## src/rtl/mpt_pkg.sv

```systemverilog
// Shared types and defaults for the issue-stage transaction tracker.
package mpt_pkg;

  localparam int unsigned MPT_NUM_TXN    = 4;
  localparam int unsigned MPT_DATA_WIDTH = 32;
  localparam int unsigned MPT_ID_WIDTH   = $clog2(MPT_NUM_TXN);

  typedef logic [MPT_ID_WIDTH-1:0] txn_id_t;

  typedef struct packed {
    logic [MPT_DATA_WIDTH-1:0] payload;
  } txn_entry_t;

endpackage

```

## src/rtl/free_id_finder.sv

```systemverilog
// Combinational lowest-zero priority encoder over the busy vector.
module free_id_finder #(
  parameter int unsigned NUM_TXN = 4,
  localparam int unsigned ID_WIDTH = $clog2(NUM_TXN)
) (
  input  logic [NUM_TXN-1:0]  busy,
  output logic [ID_WIDTH-1:0] id,
  output logic                any_free
);

  assign any_free = ~&busy;

  // Scan high to low so the last hit, the lowest free index, wins.
  always_comb begin
    id = '0;
    for (int i = NUM_TXN - 1; i >= 0; i--) begin
      if (!busy[i]) id = ID_WIDTH'(i);
    end
  end

endmodule

```

## src/rtl/issue_txn_tracker.sv

```systemverilog
// Allocates transaction IDs to fetch requests, tracks them while outstanding and
// pairs backend replies with the stored payload for the PLB lookup.
module issue_txn_tracker
  import mpt_pkg::*;
#(
  parameter int unsigned DATA_WIDTH = MPT_DATA_WIDTH,
  parameter int unsigned NUM_TXN    = MPT_NUM_TXN,
  localparam int unsigned ID_WIDTH  = $clog2(NUM_TXN)
) (
  input  logic                  clk_i,
  input  logic                  rst_ni,
  input  logic                  req_valid_i,
  output logic                  req_ready_o,
  input  logic [DATA_WIDTH-1:0] req_data_i,
  output logic                  iss_valid_o,
  input  logic                  iss_ready_i,
  output logic [DATA_WIDTH-1:0] iss_data_o,
  output logic [ID_WIDTH-1:0]   iss_id_o,
  input  logic                  rsp_valid_i,
  output logic                  rsp_ready_o,
  input  logic [ID_WIDTH-1:0]   rsp_id_i,
  output logic                  lkp_valid_o,
  input  logic                  lkp_ready_i,
  output logic [DATA_WIDTH-1:0] lkp_data_o,
  output logic [ID_WIDTH-1:0]   lkp_id_o,
  input  logic                  flush_i,
  output logic                  busy_o,
  output logic [ID_WIDTH:0]     outstanding_o,
  output logic                  spurious_o
);

  logic [NUM_TXN-1:0]    busy_q, busy_d;
  logic [DATA_WIDTH-1:0] entry_q [NUM_TXN];
  logic [ID_WIDTH-1:0]   alloc_id;
  logic                  free_any;
  logic                  accept, rsp_hs, rsp_hit;
  logic [ID_WIDTH:0]     outstanding_q, outstanding_d;

  logic                  iss_valid_q;
  logic [DATA_WIDTH-1:0] iss_data_q;
  logic [ID_WIDTH-1:0]   iss_id_q;
  logic                  lkp_valid_q;
  logic [DATA_WIDTH-1:0] lkp_data_q;
  logic [ID_WIDTH-1:0]   lkp_id_q;
  logic                  spurious_q;

  free_id_finder #(
    .NUM_TXN (NUM_TXN)
  ) u_free_id_finder (
    .busy     (busy_q),
    .id       (alloc_id),
    .any_free (free_any)
  );

  assign req_ready_o = free_any & (~iss_valid_q | iss_ready_i) & ~flush_i;
  assign rsp_ready_o = (~lkp_valid_q | lkp_ready_i) & ~flush_i;
  assign accept      = req_valid_i & req_ready_o;
  assign rsp_hs      = rsp_valid_i & rsp_ready_o;
  assign rsp_hit     = rsp_hs & busy_q[rsp_id_i];

  // alloc_id is always free and rsp_id_i is busy on a hit, so the two never collide.
  always_comb begin
    busy_d = busy_q;
    if (flush_i) begin
      busy_d = '0;
    end else begin
      if (rsp_hit) busy_d[rsp_id_i] = 1'b0;
      if (accept)  busy_d[alloc_id] = 1'b1;
    end
  end

  always_comb begin
    outstanding_d = '0;
    for (int unsigned i = 0; i < NUM_TXN; i++) begin
      outstanding_d = outstanding_d + (ID_WIDTH + 1)'(busy_d[i]);
    end
  end

  always_ff @(posedge clk_i or negedge rst_ni) begin
    if (!rst_ni) begin
      busy_q        <= '0;
      outstanding_q <= '0;
      spurious_q    <= 1'b0;
    end else begin
      busy_q        <= busy_d;
      outstanding_q <= outstanding_d;
      spurious_q    <= rsp_hs & ~busy_q[rsp_id_i];
    end
  end

  // Payloads are only read back for busy slots, so they need no reset.
  always_ff @(posedge clk_i) begin
    if (accept) entry_q[alloc_id] <= req_data_i;
  end

  always_ff @(posedge clk_i or negedge rst_ni) begin
    if (!rst_ni) begin
      iss_valid_q <= 1'b0;
      iss_data_q  <= '0;
      iss_id_q    <= '0;
    end else if (flush_i) begin
      iss_valid_q <= 1'b0;
    end else if (accept) begin
      iss_valid_q <= 1'b1;
      iss_data_q  <= req_data_i;
      iss_id_q    <= alloc_id;
    end else if (iss_ready_i) begin
      iss_valid_q <= 1'b0;
    end
  end

  always_ff @(posedge clk_i or negedge rst_ni) begin
    if (!rst_ni) begin
      lkp_valid_q <= 1'b0;
      lkp_data_q  <= '0;
      lkp_id_q    <= '0;
    end else if (flush_i) begin
      lkp_valid_q <= 1'b0;
    end else if (rsp_hit) begin
      lkp_valid_q <= 1'b1;
      lkp_data_q  <= entry_q[rsp_id_i];
      lkp_id_q    <= rsp_id_i;
    end else if (lkp_ready_i) begin
      lkp_valid_q <= 1'b0;
    end
  end

  assign iss_valid_o   = iss_valid_q;
  assign iss_data_o    = iss_data_q;
  assign iss_id_o      = iss_id_q;
  assign lkp_valid_o   = lkp_valid_q;
  assign lkp_data_o    = lkp_data_q;
  assign lkp_id_o      = lkp_id_q;
  assign outstanding_o = outstanding_q;
  assign busy_o        = |busy_q;
  assign spurious_o    = spurious_q;

endmodule

```

## config.mk

```make
export PLATFORM = sky130hd
export DESIGN_NAME = issue_txn_tracker
export DESIGN_NICKNAME = d
export VERILOG_FILES = /design/src/rtl/mpt_pkg.sv /design/src/rtl/free_id_finder.sv /design/src/rtl/issue_txn_tracker.sv
export SDC_FILE = /design/constraint.sdc
export NUM_CORES = 1
export LEC_CHECK = 0
export BUFFER_PORTS_ARGS = -buffer_cell sky130_fd_sc_hd__buf_2
export CORE_UTILIZATION = 57
export CTS_BUF_LIST = sky130_fd_sc_hd__clkbuf_8 sky130_fd_sc_hd__clkbuf_16
export DETAILED_ROUTE_END_ITERATION = 8
export MAX_ROUTING_LAYER = met4
export PLACE_DENSITY_LB_ADDON = 0.25
export SETUP_SLACK_MARGIN = 0.3
export SKIP_CTS_REPAIR_TIMING = 1
export SLEW_MARGIN = 20
export SYNTH_ARGS = -nofsm -noshare
export SYNTH_HDL_FRONTEND = slang
export SYNTH_SLANG_ARGS = --single-unit
```

## constraint.sdc

```tcl
create_clock -name clk_i -period 5.3 [get_ports clk_i]
set_clock_uncertainty 0.05 [all_clocks]
set_input_delay 0.53 -clock clk_i [delete_from_list [all_inputs] [get_ports clk_i]]
set_output_delay 0.53 -clock clk_i [all_outputs]
set_load 0.01 [all_outputs]
```

-- Word-level counts from Yosys, hierarchy flattened
Memories as Yosys holds them, arrays and structs flattened. A register that Yosys moved wholly into a read port is not among the register bits.
Cells that the tools add are included.
- $add $sub $neg: 3
- magnitude comparators: 4
- multiplexer cells: 22
- bitwise gates (word level): 16
- reduce and logical (&&, ||, !) cells: 10
- operators with widths (kind ; number):
    $mux W4 ; 4
    $mux W1 ; 11
    $mux W2 ; 4
    $and A1 B1 Y1 ; 7
    $lt A2 B3 Y1 const B ; 2
    $reduce_bool A3 Y1 ; 2
    $and A4 B4 Y4 ; 1
    $demux W1 S2 ; 2
    $ge A2 B1 Y1 const B ; 2
    $not A1 Y1 ; 4
    $not A4 Y4 ; 1
    $or A4 B4 Y4 ; 1
    $reduce_and A2 Y1 ; 2
    $reduce_and A4 Y1 ; 1
    $reduce_or A4 Y1 ; 1
    $add A2 B1 Y3 ; 1
    $add A3 B1 Y3 ; 1
    $add A1 B1 Y2 ; 1
    $bmux W1 S2 ; 1
    $logic_and A1 B1 Y1 ; 2
    $logic_not A1 Y1 ; 2
    $or A1 B1 Y1 ; 2
- register bits after elaboration: 46
- RAM bits: 128
- memories kept: 1
- memories (name ; words ; bits a word ; rd ports ; clocked after Yosys merged registers in ; write ports ; RTL line ; RTL):
    entry_q ; 4 ; 32 ; 1 ; 1 ; 1 ; issue_txn_tracker.sv:33 ; logic [DATA_WIDTH-1:0] entry_q [NUM_TXN];

-- Longest topological paths before layout
Gate-level depths: netlist of run 1.
- word-level depth: 14
- depth in mapped cells: 10
- mapped depth without buffers: 10

-- Modules after synthesis
Synthesis of run 1 repeated with hierarchy kept, for this count alone.
- cells, all modules: 588
- area total of the unflattened synthesis: 8055.2 um^2
- modules (own cells, without submodules) (module ; times used ; cells each ; area an instance (um^2)):
    issue_txn_tracker ; 1 ; 583 ; 8026.4
    free_id_finder ; 1 ; 5 ; 28.8

-- Worst setup path after synthesis of run 1
No wires, ideal clock.
- kind: input to register
- from: input port flush_i
- to: memory entry_q[2][0] (netlist name) (enable)
- arrival time: 3.789 ns
- required time: 4.749 ns
- slack: 0.960 ns
- cell stages on the path: 2
- buffers on the path: 0
- cell sequence: nand2b_1 > nor4_1
- cells in the longest elaborated chain, start to end: 5
- RTL lines (what ; RTL line ; RTL):
    from (decl) ; issue_txn_tracker.sv:26 ; input logic flush_i,
    $not A1 Y1 (no source line) ; -- ;
    $and A1 B1 Y1 ; issue_txn_tracker.sv:55 ; assign req_ready_o = free_any & (~iss_valid_q | iss_ready_i) & ~flush_i;
    $and A1 B1 Y1 ; issue_txn_tracker.sv:57 ; assign accept = req_valid_i & req_ready_o;
    $mux W1 ; issue_txn_tracker.sv:93 ; if (accept) entry_q[alloc_id] <= req_data_i;
    $mux W1 (not written as such) ; issue_txn_tracker.sv:93 ;
    to (decl) ; issue_txn_tracker.sv:33 ;
Every way passes these cells.

-- Final worst setup path of run 1
- from: register iss_valid_q (netlist: iss_valid_o)
- to: register outstanding_q[1] (netlist: outstanding_o[1])
- cells in the longest elaborated chain, start to end: 10
- RTL lines (what ; RTL line ; RTL):
    from (decl) ; issue_txn_tracker.sv:39 ; logic iss_valid_q;
    from (signal assigned) ; issue_txn_tracker.sv:98 ; iss_valid_q <= 1'b0;
    from (signal assigned) ; issue_txn_tracker.sv:102 ; iss_valid_q <= 1'b0;
    from (signal assigned) ; issue_txn_tracker.sv:104 ; iss_valid_q <= 1'b1;
    $not A1 Y1 * ; issue_txn_tracker.sv:55 ;
    $or A1 B1 Y1 * ; issue_txn_tracker.sv:55 ;
    $and A1 B1 Y1 * (2 in a row) ; issue_txn_tracker.sv:55 ;
    $and A1 B1 Y1 * ; issue_txn_tracker.sv:57 ;
    $mux W4 * ; issue_txn_tracker.sv:68 ; if (accept) busy_d[alloc_id] = 1'b1;
    $mux W4 * ; issue_txn_tracker.sv:64 ; if (flush_i) begin
    $add A1 B1 Y2 ; issue_txn_tracker.sv:75 ; outstanding_d = outstanding_d + (ID_WIDTH + 1)'(busy_d[i]);
    $add A2 B1 Y3 ; issue_txn_tracker.sv:75 ;
    $add A3 B1 Y3 * ; issue_txn_tracker.sv:75 ;
    via outstanding_d[1] ; issue_txn_tracker.sv:37 ; logic [ID_WIDTH:0] outstanding_q, outstanding_d;
    to (signal assigned) ; issue_txn_tracker.sv:86 ; outstanding_q <= outstanding_d;
    to (decl) ; issue_txn_tracker.sv:37 ;
Mark *: on every way through the listed nets, which the timed path passes. The rest lies on a longest branch.
A chain may end at the register's enable or synchronous reset.

==> impl_metrics.json, run 1 <==
{
  "io_buffers": 117,
  "place_hpwl_microns": 9610,
  "ff_latch_area_sq_um": 5800,
  "antenna_found_initial": 1,
  "cp_cell_sequence": "nor2b_1 -> nor2_2 -> and4b_2 -> buf_4 -> a31oi_1 -> fa_1 -> inv_1 -> ha_1 -> ha_1",
  "fin_nets": 684,
  "vias_per_cell": 5.79,
  "r2r_start": "iss_valid_o$_DFFE_PN0P_",
  "die_area_sq_um": 14700,
  "r2r_slack_ns": 2.36,
  "power_frac_comb_pct": 9.5,
  "fmax_ghz": 0.341,
  "area_delta_synth_final_pct": 17.3,
  "clk_pin_slew_ns": 0.06,
  "ys_seq_elements": 206,
  "initial_utilization_pct": 58.3,
  "async_flop_share_pct": 37.9,
  "setup_viol": 0,
  "cts_buffers": 21,
  "drc": 0,
  "vias": 4841,
  "die_x_microns": 121,
  "hold_viol_final": 0,
  "yosys_warnings": 0,
  "timing.hold.ws_ns": 0.0425,
  "yosysUniqueCellTypes": 37,
  "reg2reg_depth": 9,
  "htree_levels": 1,
  "worstMarginPinSlew_ns": 1.11,
  "critPathMaxFanout": 34,
  "syn_nets": 567,
  "drtPass1Iterations": 4,
  "grt_pass1_wl_microns": 26300,
  "cp.arrival_ns": 3.26,
  "fin_crit_sh_pct": 55.4,
  "muxShareOfSynthArea_pct": 12.9,
  "critical_path.most_common_cell": "ha_1",
  "synth.most_common_cell": "edfxtp_1",
  "cts_tree": "done",
  "synth_area_sq_um": 8090,
  "power_switching_mw": 0.817,
  "grt_pass1_vias": 5109,
  "synth_top_family_by_area": "multiplexers",
  "worst_setup_path_end_kind": "register",
  "ys_seq_area_share_pct": 71.6,
  "fill_cells": 955,
  "synth_fa_ha_area_share_pct": 0.557,
  "p_int_mw": 2.72,
  "ant_nets": 0,
  "drt-initial-drc-count": 247,
  "maxCapViolations": 0,
  "fin_setup_tns_ns": 0,
  "syn-instance-count": 523,
  "synth_top_area_share_pct": 47.5,
  "clock-root-buffer": "clkbuf_16",
  "vdd_ir_drop_max_mv": 0.250,
  "synth_area_leader_cell": "edfxtp_1",
  "hp-class": "in -> async",
  "leakagePower_nw": 3.90,
  "synth_compound_area_share_pct": 7.62,
  "wl_per_cell_microns": 20.0,
  "grt.overflow.total": 0,
  "core-area_sq_um": 13900,
  "total_power_mw": 3.53,
  "fin_crit_ns": 2.94,
  "timing.rr.end": "outstanding_o[1]$_DFF_PN0_",
  "synthSimpleGateAreaFrac_pct": 5.03,
  "rows": 43,
  "synth_xor_area_share_pct": 0,
  "multiInputGateArea_sq_um": 2140,
  "top_level_ports": 118,
  "swShare_pct": 23.1,
  "start_kind": "register",
  "synth_edf_count": 128,
  "die_y_microns": 121,
  "finalMaxSlewViolations": 0,
  "p_per_area_nw_per_um2": 372,
  "drive_gt1_share_pct": 25.3,
  "seq_power_share_pct": 52.5,
  "power_frac_clock_pct": 37.9,
  "critPathRequiredTime_ns": 5.62,
  "syn_avg_cell_area_sq_um": 15.5,
  "gp_congestion": 0.814,
  "grt_max_degree": 79,
  "synth_area_leaders": "edfxtp_1 48%, dfrtp_1 24%, mux2i_1 8.0%",
  "track_usage_pct": 24.3,
  "relSlewSlack_pct": 25.7,
  "synth_flop_cell": "edfxtp_1",
  "synth_top_cells_by_count": "128 x edfxtp_1, 78 x dfrtp_1, 65 x mux2i_1",
  "worstSetupPathType": "reg -> reg",
  "clock_sinks": 206,
  "slowest_delay_ns": 0.50,
  "clk_latency_ns": 0.49,
  "status": "finished, final reports clean",
  "wl_microns": 16700,
  "rsz0062_at_grt": "no",
  "crit_slowest_cell": "fa_1",
  "cts_max_path_buffers": 3
}
-- cell families (layout without fill, tap and decap cells) --
logic type,after synthesis,after routing
compound gates,83,83
simple gates,95,95
fa+ha+maj,3,3
flops,206,206
mux,99,99
other cells,0,1
buf+inv,37,169
-- critical path, delay by kind of cell (launching register included) --
| family | cells | cell delay (ns) |
|---|---|---|
| AND/OR/NAND/NOR | 3 | 0.86 |
| buffers and inverters | 2 | 0.47 |
| AO/OA/AOI/OAI | 1 | 0.11 |
| adder cells (fa/ha/maj) | 3 | 0.95 |
| flip-flops | 1 | 0.37 |
-- power by group through the flow --
| stage | sequential, mW | clock [mW] | combinational [mW] |
|---|---|---|---|
| 2_1_floorplan | 1.92 | 0 | 0.146 |
| 3_3_place_gp | 1.88 | 0 | 0.325 |
| 3_5_place_dp | 1.89 | 0 | 0.340 |
| 4_1_cts | 1.86 | 1.37 | 0.342 |
| 5_1_grt | 1.87 | 1.43 | 0.370 |
| 6_report | 1.86 | 1.34 | 0.337 |
-- placed cells by master (no fill, tap or decap), types with 4 or more instances in the layout --
cell type	Yosys	layout
dfrtp_1	78	78
nand2b_1	4	4
mux2i_1	65	65
nor2_1	37	37
mux2_1	33	33
o21ai_0	33	33
a221o_1	32	32
edfxtp_1	128	128
buf_2	13	115
clkbuf_16	0	22
clkinv_2	0	8
buf_4	1	7
nand2_1	38	38
inv_1	6	12
-- metal layers --
| layer | GRT usage [%] | routed length (microns) |
|---|---|---|
| met5 | - | 0 |
| met4 | 9.65 | 276 |
| met1 | 30.2 | 6700 |
| met2 | 40.8 | 8700 |
| met3 | 3.34 | 1000 |
-- worst max-delay path by stage --
| stage | startpoint | endpoint | slack [ns] | cells past startpoint |
|---|---|---|---|---|
| after floorplan | flush_i | entry_q[2][0]$_DFFE_PP_ | 0.96 | 2 |
| after global placement | flush_i | outstanding_o[1]$_DFF_PN0_ | 2.12 | 10 |
| after detailed placement | flush_i | outstanding_o[1]$_DFF_PN0_ | 2.00 | 10 |
| after CTS | iss_valid_o$_DFFE_PN0P_ | outstanding_o[1]$_DFF_PN0_ | 2.35 | 9 |
| after global routing | iss_valid_o$_DFFE_PN0P_ | outstanding_o[1]$_DFF_PN0_ | 2.19 | 9 |
| final | iss_valid_o$_DFFE_PN0P_ | outstanding_o[1]$_DFF_PN0_ | 2.36 | 9 |
-- registers in the layout (all words and copies together) (netlist names) --
signal / flops
busy_q: 4
entry_q: 128
iss_data_o: 32
iss_id_o: 2
iss_valid_o: 1
lkp_data_o: 32
lkp_id_o: 2
lkp_valid_o: 1
outstanding_o: 3
spurious_o: 1
-- through the flow --
stage | instances | setup WS, ns | util (%) | cell area, sq um
after CTS | 835 | 2.35 | 68.3 | 9480
after floorplan | 523 | 0.960 | - | 8090
after detailed placement | 797 | 2.00 | 63.7 | 8850
final | 836 | 2.36 | 68.4 | 9490
after global routing | 836 | 2.19 | 68.4 | 9490
after global placement | 796 | 2.12 | 63.5 | 8820
-- layout make-up --
| type | instances | share of cell area (%) |
|---|---|---|
| well taps | 180 | 2.37 |
| clock inverters | 15 | 0.752 |
| diodes | 1 | 0.0264 |
| multi-input cells | 280 | 22.5 |
| clock buffers | 23 | 5.95 |
| flip-flops and latches | 206 | 61.1 |
| inverters | 7 | 0.277 |
| repair buffers | 124 | 7.03 |
Power figures use the tool's default switching activity.
==> run 2, diff against run 1 <==
==> constraint.sdc (replaced) <==
create_clock -name clk_i -period 2.9 [get_ports clk_i]
set_clock_uncertainty 0.05 [all_clocks]
set_input_delay 0.29 -clock clk_i [delete_from_list [all_inputs] [get_ports clk_i]]
set_output_delay 0.29 -clock clk_i [all_outputs]
set_load 0.01 [all_outputs]
==> impl_metrics.json, run 2 (synthesis gave the netlist of run 1 again) <==
{
  "status": "finished, violations left",
  "violations": "design-rule violations, negative hold slack",
  "die_area_sq_um": 14700,
  "drive_gt1_share_pct": 25.5,
  "gr-usage-met1_pct": 29.0,
  "cp_cell_sequence": "nor2b_4 -> nor2_4 -> nand3_2 -> bufinv_8 -> nor4_2 -> a211o_1 -> fa_1 -> inv_1 -> ha_1 -> ha_1",
  "startpoint": "iss_valid_o$_DFFE_PN0P_",
  "post_dp_cell_area_sq_um": 8920,
  "track_usage_pct": 22.7,
  "worstMarginPinSlew_ns": 0.940,
  "place_hpwl_microns": 9090,
  "antenna_cells": 0,
  "vias_per_cell": 5.78,
  "vdd_ir_drop_max_mv": 0.575,
  "grt_max_degree": 79,
  "postLayoutCellArea_sq_um": 9770,
  "clk_latency_ns": 0.48,
  "top_register": "entry_q",
  "total_power_mw": 6.51,
  "relSlewSlack_pct": 37.4,
  "area_delta_synth_final_pct": 20.8,
  "io_buffers": 117,
  "hp-start": "req_data_i[3]",
  "clk_pin_slew_ns": 0.06,
  "final_cell_mix": "128 x edfxtp_1, 115 x buf_2, 78 x dfrtp_1",
  "fin_nets": 709,
  "power_switching_mw": 1.47,
  "hp-class": "in -> reg",
  "crit_slowest_cell": "fa_1",
  "critPathMaxFanout": 6,
  "grt_pass1_vias": 4841,
  "rows": 43,
  "r2r_start": "iss_valid_o$_DFFE_PN0P_",
  "grt.busiest_layer": "met2",
  "drtPass1Iterations": 7,
  "cp_num_buf_inv": 2,
  "initial_utilization_pct": 58.3,
  "r2r_slack_ns": 0.41,
  "drc": 2,
  "htree_levels": 1,
  "fin_crit_sh_pct": 85.8,
  "antenna_found_initial": 0,
  "power_frac_comb_pct": 9.8,
  "worstSetupPathType": "reg -> reg",
  "rsz0062_at_grt": "no",
  "timing.hold.ws_ns": -0.00725,
  "drt-initial-drc-count": 301,
  "seq_power_share_pct": 52.1,
  "clock-root-buffer": "clkbuf_16",
  "critical_path.most_common_cell": "ha_1",
  "cts_tree": "done",
  "maxCapViolations": 0,
  "setup_ws_ns": 0.412,
  "cts_buffers": 21,
  "vias": 4961,
  "leakagePower_nw": 4.00,
  "core-area_sq_um": 13900,
  "die_y_microns": 121,
  "layout_commonest_cell": "edfxtp_1",
  "die_x_microns": 121,
  "finalMaxSlewViolations": 0,
  "critical_path.top_delay_family": "adder cells",
  "top_level_ports": 118,
  "start_kind": "register",
  "setup_viol": 0,
  "gp_congestion": 0.801,
  "hold_viol_final": 11,
  "place_ws_ns": 0.0971,
  "p_per_area_nw_per_um2": 666,
  "swShare_pct": 22.6,
  "p_int_mw": 5.04,
  "grt.overflow.total": 0,
  "grt_pass1_wl_microns": 24500,
  "clock_sinks": 206,
  "critPathRequiredTime_ns": 3.21,
  "slowest_delay_ns": 0.51,
  "power_frac_clock_pct": 38.1,
  "fmax_ghz": 0.402,
  "gr-usage-met3_pct": 3.29,
  "fin_crit_ns": 2.49,
  "wl_per_cell_microns": 18.7,
  "cts_max_path_buffers": 3,
  "cp.arrival_ns": 2.80,
  "largest_register_ffs": 128,
  "grt_util_met2_pct": 37.8,
  "wl_microns": 16000,
  "worst_setup_path_end_kind": "register",
  "fill_cells": 940,
  "ant_nets": 0
}
==> run 2: layer usage <==
| layer | wire length (microns) | vias to the layer above | share of wire, % |
|---|---|---|---|
| met1 | 6730 | 2478 | 42 |
| met4 | 214 | 0 | 1.3 |
| met5 | 0 | - | 0 |
| met2 | 8110 | 201 | 51 |
| li1 | - | 2260 | - |
| met3 | 986 | 22 | 6.1 |
==> run 2: area by class of cell <==
type                       count  area (sq um)  share of cell area (%)
multi-input combinational    280          2180                    22.3
clock buffer                  23           553                    5.66
sequential                   206          5800                    59.3
timing repair buffer         149           897                    9.18
clock inverter                14          87.6                   0.896
inverter                       7          40.0                   0.410
tap                          180           225                    2.30
==> run 2: per-stage QoR <==
step,TNS (ns),instances,utilization [%]
floorplan,-2.64,523,-
global placement,0,800,64.0
detailed placement,0,801,64.3
CTS,0,838,68.9
global route,0,859,70.4
finish,0,859,70.4
==> run 2: power groups by stage <==
stage / logic (mW) / registers (mW) / clock network [mW]
2_1_floorplan: 0.271 / 3.50 / 0
4_1_cts: 0.623 / 3.39 / 2.51
3_3_place_gp: 0.599 / 3.44 / 0
5_1_grt: 0.698 / 3.41 / 2.63
3_5_place_dp: 0.623 / 3.45 / 0
6_report: 0.639 / 3.39 / 2.48
==> run 2: final timing paths <==
check	endpoint	cells past startpoint
setup reg to reg	outstanding_o[1]$_DFF_PN0_	10
hold reg to reg	iss_data_o[9]$_DFFE_PN0P_	1
setup / recovery	outstanding_o[1]$_DFF_PN0_	10
hold / removal	entry_q[1][3]$_DFFE_PP_	1
max in group asynchronous	lkp_data_o[31]$_DFFE_PN0P_	2
min in group asynchronous	iss_valid_o$_DFFE_PN0P_	2
==> run 3, diff against run 2 <==
--- a/config.mk
+++ b/config.mk
@@ -5,10 +5,12 @@
 export SDC_FILE = /design/constraint.sdc
 export NUM_CORES = 1
 export LEC_CHECK = 0
-export BUFFER_PORTS_ARGS = -buffer_cell sky130_fd_sc_hd__buf_2
+export ABC_AREA = 1
 export CORE_UTILIZATION = 57
 export CTS_BUF_LIST = sky130_fd_sc_hd__clkbuf_8 sky130_fd_sc_hd__clkbuf_16
+export CTS_CLUSTER_SIZE = 8
 export DETAILED_ROUTE_END_ITERATION = 8
+export DONT_BUFFER_PORTS = 1
 export MAX_ROUTING_LAYER = met4
 export PLACE_DENSITY_LB_ADDON = 0.25
 export SETUP_SLACK_MARGIN = 0.3
==> impl_metrics.json, run 3 <==
{
  "antenna_found_initial": 1,
  "hp-class": "in -> reg",
  "relSlewSlack_pct": 52.4,
  "p_per_area_nw_per_um2": 762,
  "cts_tree": "done",
  "yosys_warnings": 0,
  "rows": 42,
  "fin_crit_ns": 2.47,
  "die_x_microns": 119,
  "area_delta_synth_final_pct": 18.0,
  "initial_utilization_pct": 58.5,
  "vias": 4933,
  "rsz0062_at_grt": "no",
  "cp.arrival_ns": 2.82,
  "vias_per_cell": 5.52,
  "worst_setup_path_end_kind": "register",
  "layout_commonest_cell": "nand2_1",
  "critPathMaxFanout": 5,
  "top_register": "entry_q",
  "postLayoutCellArea_sq_um": 9140,
  "drc": 0,
  "post_dp_cell_area_sq_um": 7890,
  "wl_microns": 16300,
  "synth_top_cells_by_count": "285 x nand2_1, 128 x edfxtp_1, 78 x dfrtp_1",
  "syn_avg_cell_area_sq_um": 12.1,
  "synth_area_leader_cell": "edfxtp_1",
  "clk_latency_ns": 0.51,
  "clock_sinks": 206,
  "grt_pass1_wl_microns": 24900,
  "clk_pin_slew_ns": 0.05,
  "fin_crit_sh_pct": 85.3,
  "final_cell_mix": "285 x nand2_1, 128 x edfxtp_1, 78 x dfrtp_1",
  "wl_per_cell_microns": 18.2,
  "die_area_sq_um": 14100,
  "syn_nets": 683,
  "async_flop_share_pct": 37.9,
  "leakagePower_nw": 3.92,
  "worstSetupPathType": "reg -> reg",
  "fin_nets": 738,
  "drive_gt1_share_pct": 7.95,
  "synth_flop_cell": "edfxtp_1",
  "syn-instance-count": 639,
  "ys_seq_area_share_pct": 74.8,
  "place_hpwl_microns": 8670,
  "ant_nets": 0,
  "maxCapViolations": 0,
  "io_buffers": 0,
  "yosysUniqueCellTypes": 24,
  "synth_top_area_share_pct": 49.6,
  "track_usage_pct": 23.8,
  "cts_buffers": 29,
  "die_y_microns": 119,
  "synth_area_sq_um": 7750,
  "total_power_mw": 6.97,
  "setup_viol": 0,
  "critPathRequiredTime_ns": 3.24,
  "core-area_sq_um": 13200,
  "synth_area_leaders": "edfxtp_1 50%, dfrtp_1 25%, nand2_1 14%",
  "synth.most_common_cell": "nand2_1",
  "cts_max_path_buffers": 3,
  "fmax_ghz": 0.404,
  "worstMarginPinSlew_ns": 0.714,
  "drt-initial-drc-count": 266,
  "htree_levels": 1,
  "fin_setup_tns_ns": 0,
  "vdd_ir_drop_max_mv": 0.590,
  "hold_viol_final": 0,
  "synth_edf_count": 128,
  "fill_cells": 972,
  "top_level_ports": 118,
  "grt.overflow.total": 0,
  "finalMaxSlewViolations": 0,
  "grt_pass1_vias": 4816,
  "largest_register_ffs": 128,
  "clock-root-buffer": "clkbuf_16",
  "start_kind": "register",
  "grt_max_degree": 79,
  "gp_congestion": 0.936,
  "ys_seq_elements": 206,
  "status": "finished, final reports clean",
  "drtPass1Iterations": 4
}
## run 3: cell count changes after synthesis, moves of 29 or more
cell / before / now
nand3_1: 1 / 40
o21ai_0: 33 / 4
nand2_1: 38 / 285
mux2i_1: 65 / 0
nor2_1: 37 / 5
mux2_1: 33 / 0
a221o_1: 32 / 0
a22oi_1: 0 / 32
## run 3: final timing paths
| kind | startpoint | to | slack, ns | depth (start not counted) |
|---|---|---|---|---|
| worst max-delay path | busy_q[1]$_DFF_PN0_ | outstanding_o[1]$_DFF_PN0_ | 0.43 | 12 |
| worst min-delay path | req_valid_i | busy_q[1]$_DFF_PN0_ | 0.07 | 4 |
| worst max register to register | busy_q[1]$_DFF_PN0_ | outstanding_o[1]$_DFF_PN0_ | 0.43 | 12 |
| worst min register to register | iss_data_o[8]$_DFFE_PN0P_ | iss_data_o[8]$_DFFE_PN0P_ | 0.49 | 2 |
| max in group asynchronous | rst_ni | iss_data_o[15]$_DFFE_PN0P_ | 2.16 | 2 |
| min in group asynchronous | rst_ni | lkp_data_o[10]$_DFFE_PN0P_ | 0.26 | 2 |
## run 3: metrics by stage
step / std cells / setup WS, ns / utilization [%] / hold slack (ns)
after global placement: 799 / 0.589 / 59.6 / -0.0533
after detailed placement: 799 / 0.473 / 59.6 / -0.0535
final: 894 / 0.426 / 69.0 / 0.0701
after floorplan: 639 / 0.519 / - / -0.0556
after global routing: 894 / 0.283 / 69.0 / 0.0863
after CTS: 853 / 0.469 / 65.9 / -0.601
## run 3: final cells by class
type	count	area, sq um	share of cell area, %
antenna	1	2.50	0.0274
clock buffer	30	739	8.09
clock inverter	24	95.1	1.04
inverter	20	75.1	0.821
multi-input combinational	386	1720	18.8
sequential	206	5800	63.4
tap	176	220	2.41
timing repair buffer	51	500	5.47
## run 3: layer usage
layer | wire, microns | share of wire (%) | track usage (%) | up-vias
li1 | - | - | - | 2278
met1 | 6760 | 42 | 29.2 | 2451
met2 | 8170 | 50 | 39.2 | 176
met3 | 1050 | 6.4 | 5.41 | 28
met4 | 301 | 1.8 | 7.75 | 0
met5 | 0 | 0 | - | -
## run 3: power breakdown
| group | leakage, nW | internal [mW] | switching [mW] | total, mW |
|---|---|---|---|---|
| clock network | 0.492 | 1.80 | 1.11 | 2.92 |
| logic | 1.27 | 0.166 | 0.288 | 0.454 |
| registers | 2.15 | 3.36 | 0.238 | 3.59 |
## run 3: critical path, cell delays in order (launching register included)
cell and delay [ns]:
dfrtp_1 0.42, nand2_1 0.15, nor2_1 0.08, nor2_2 0.19, nand2_2 0.08, inv_2 0.09
nand3_1 0.15, nand2_1 0.12, nand2_1 0.07, fa_1 0.47, inv_1 0.04, ha_1 0.17
ha_1 0.27
## run 3: cells by family after synthesis
| kind of cell | Yosys count | synth area share (%) |
|---|---|---|
| flip-flops | 206 | 74.8 |
| buffers and inverters | 47 | 3.15 |
| AO/OA/AOI/OAI | 42 | 3.75 |
| adder cells (fa/ha/maj) | 3 | 0.581 |
| AND/OR/NAND/NOR | 341 | 17.7 |
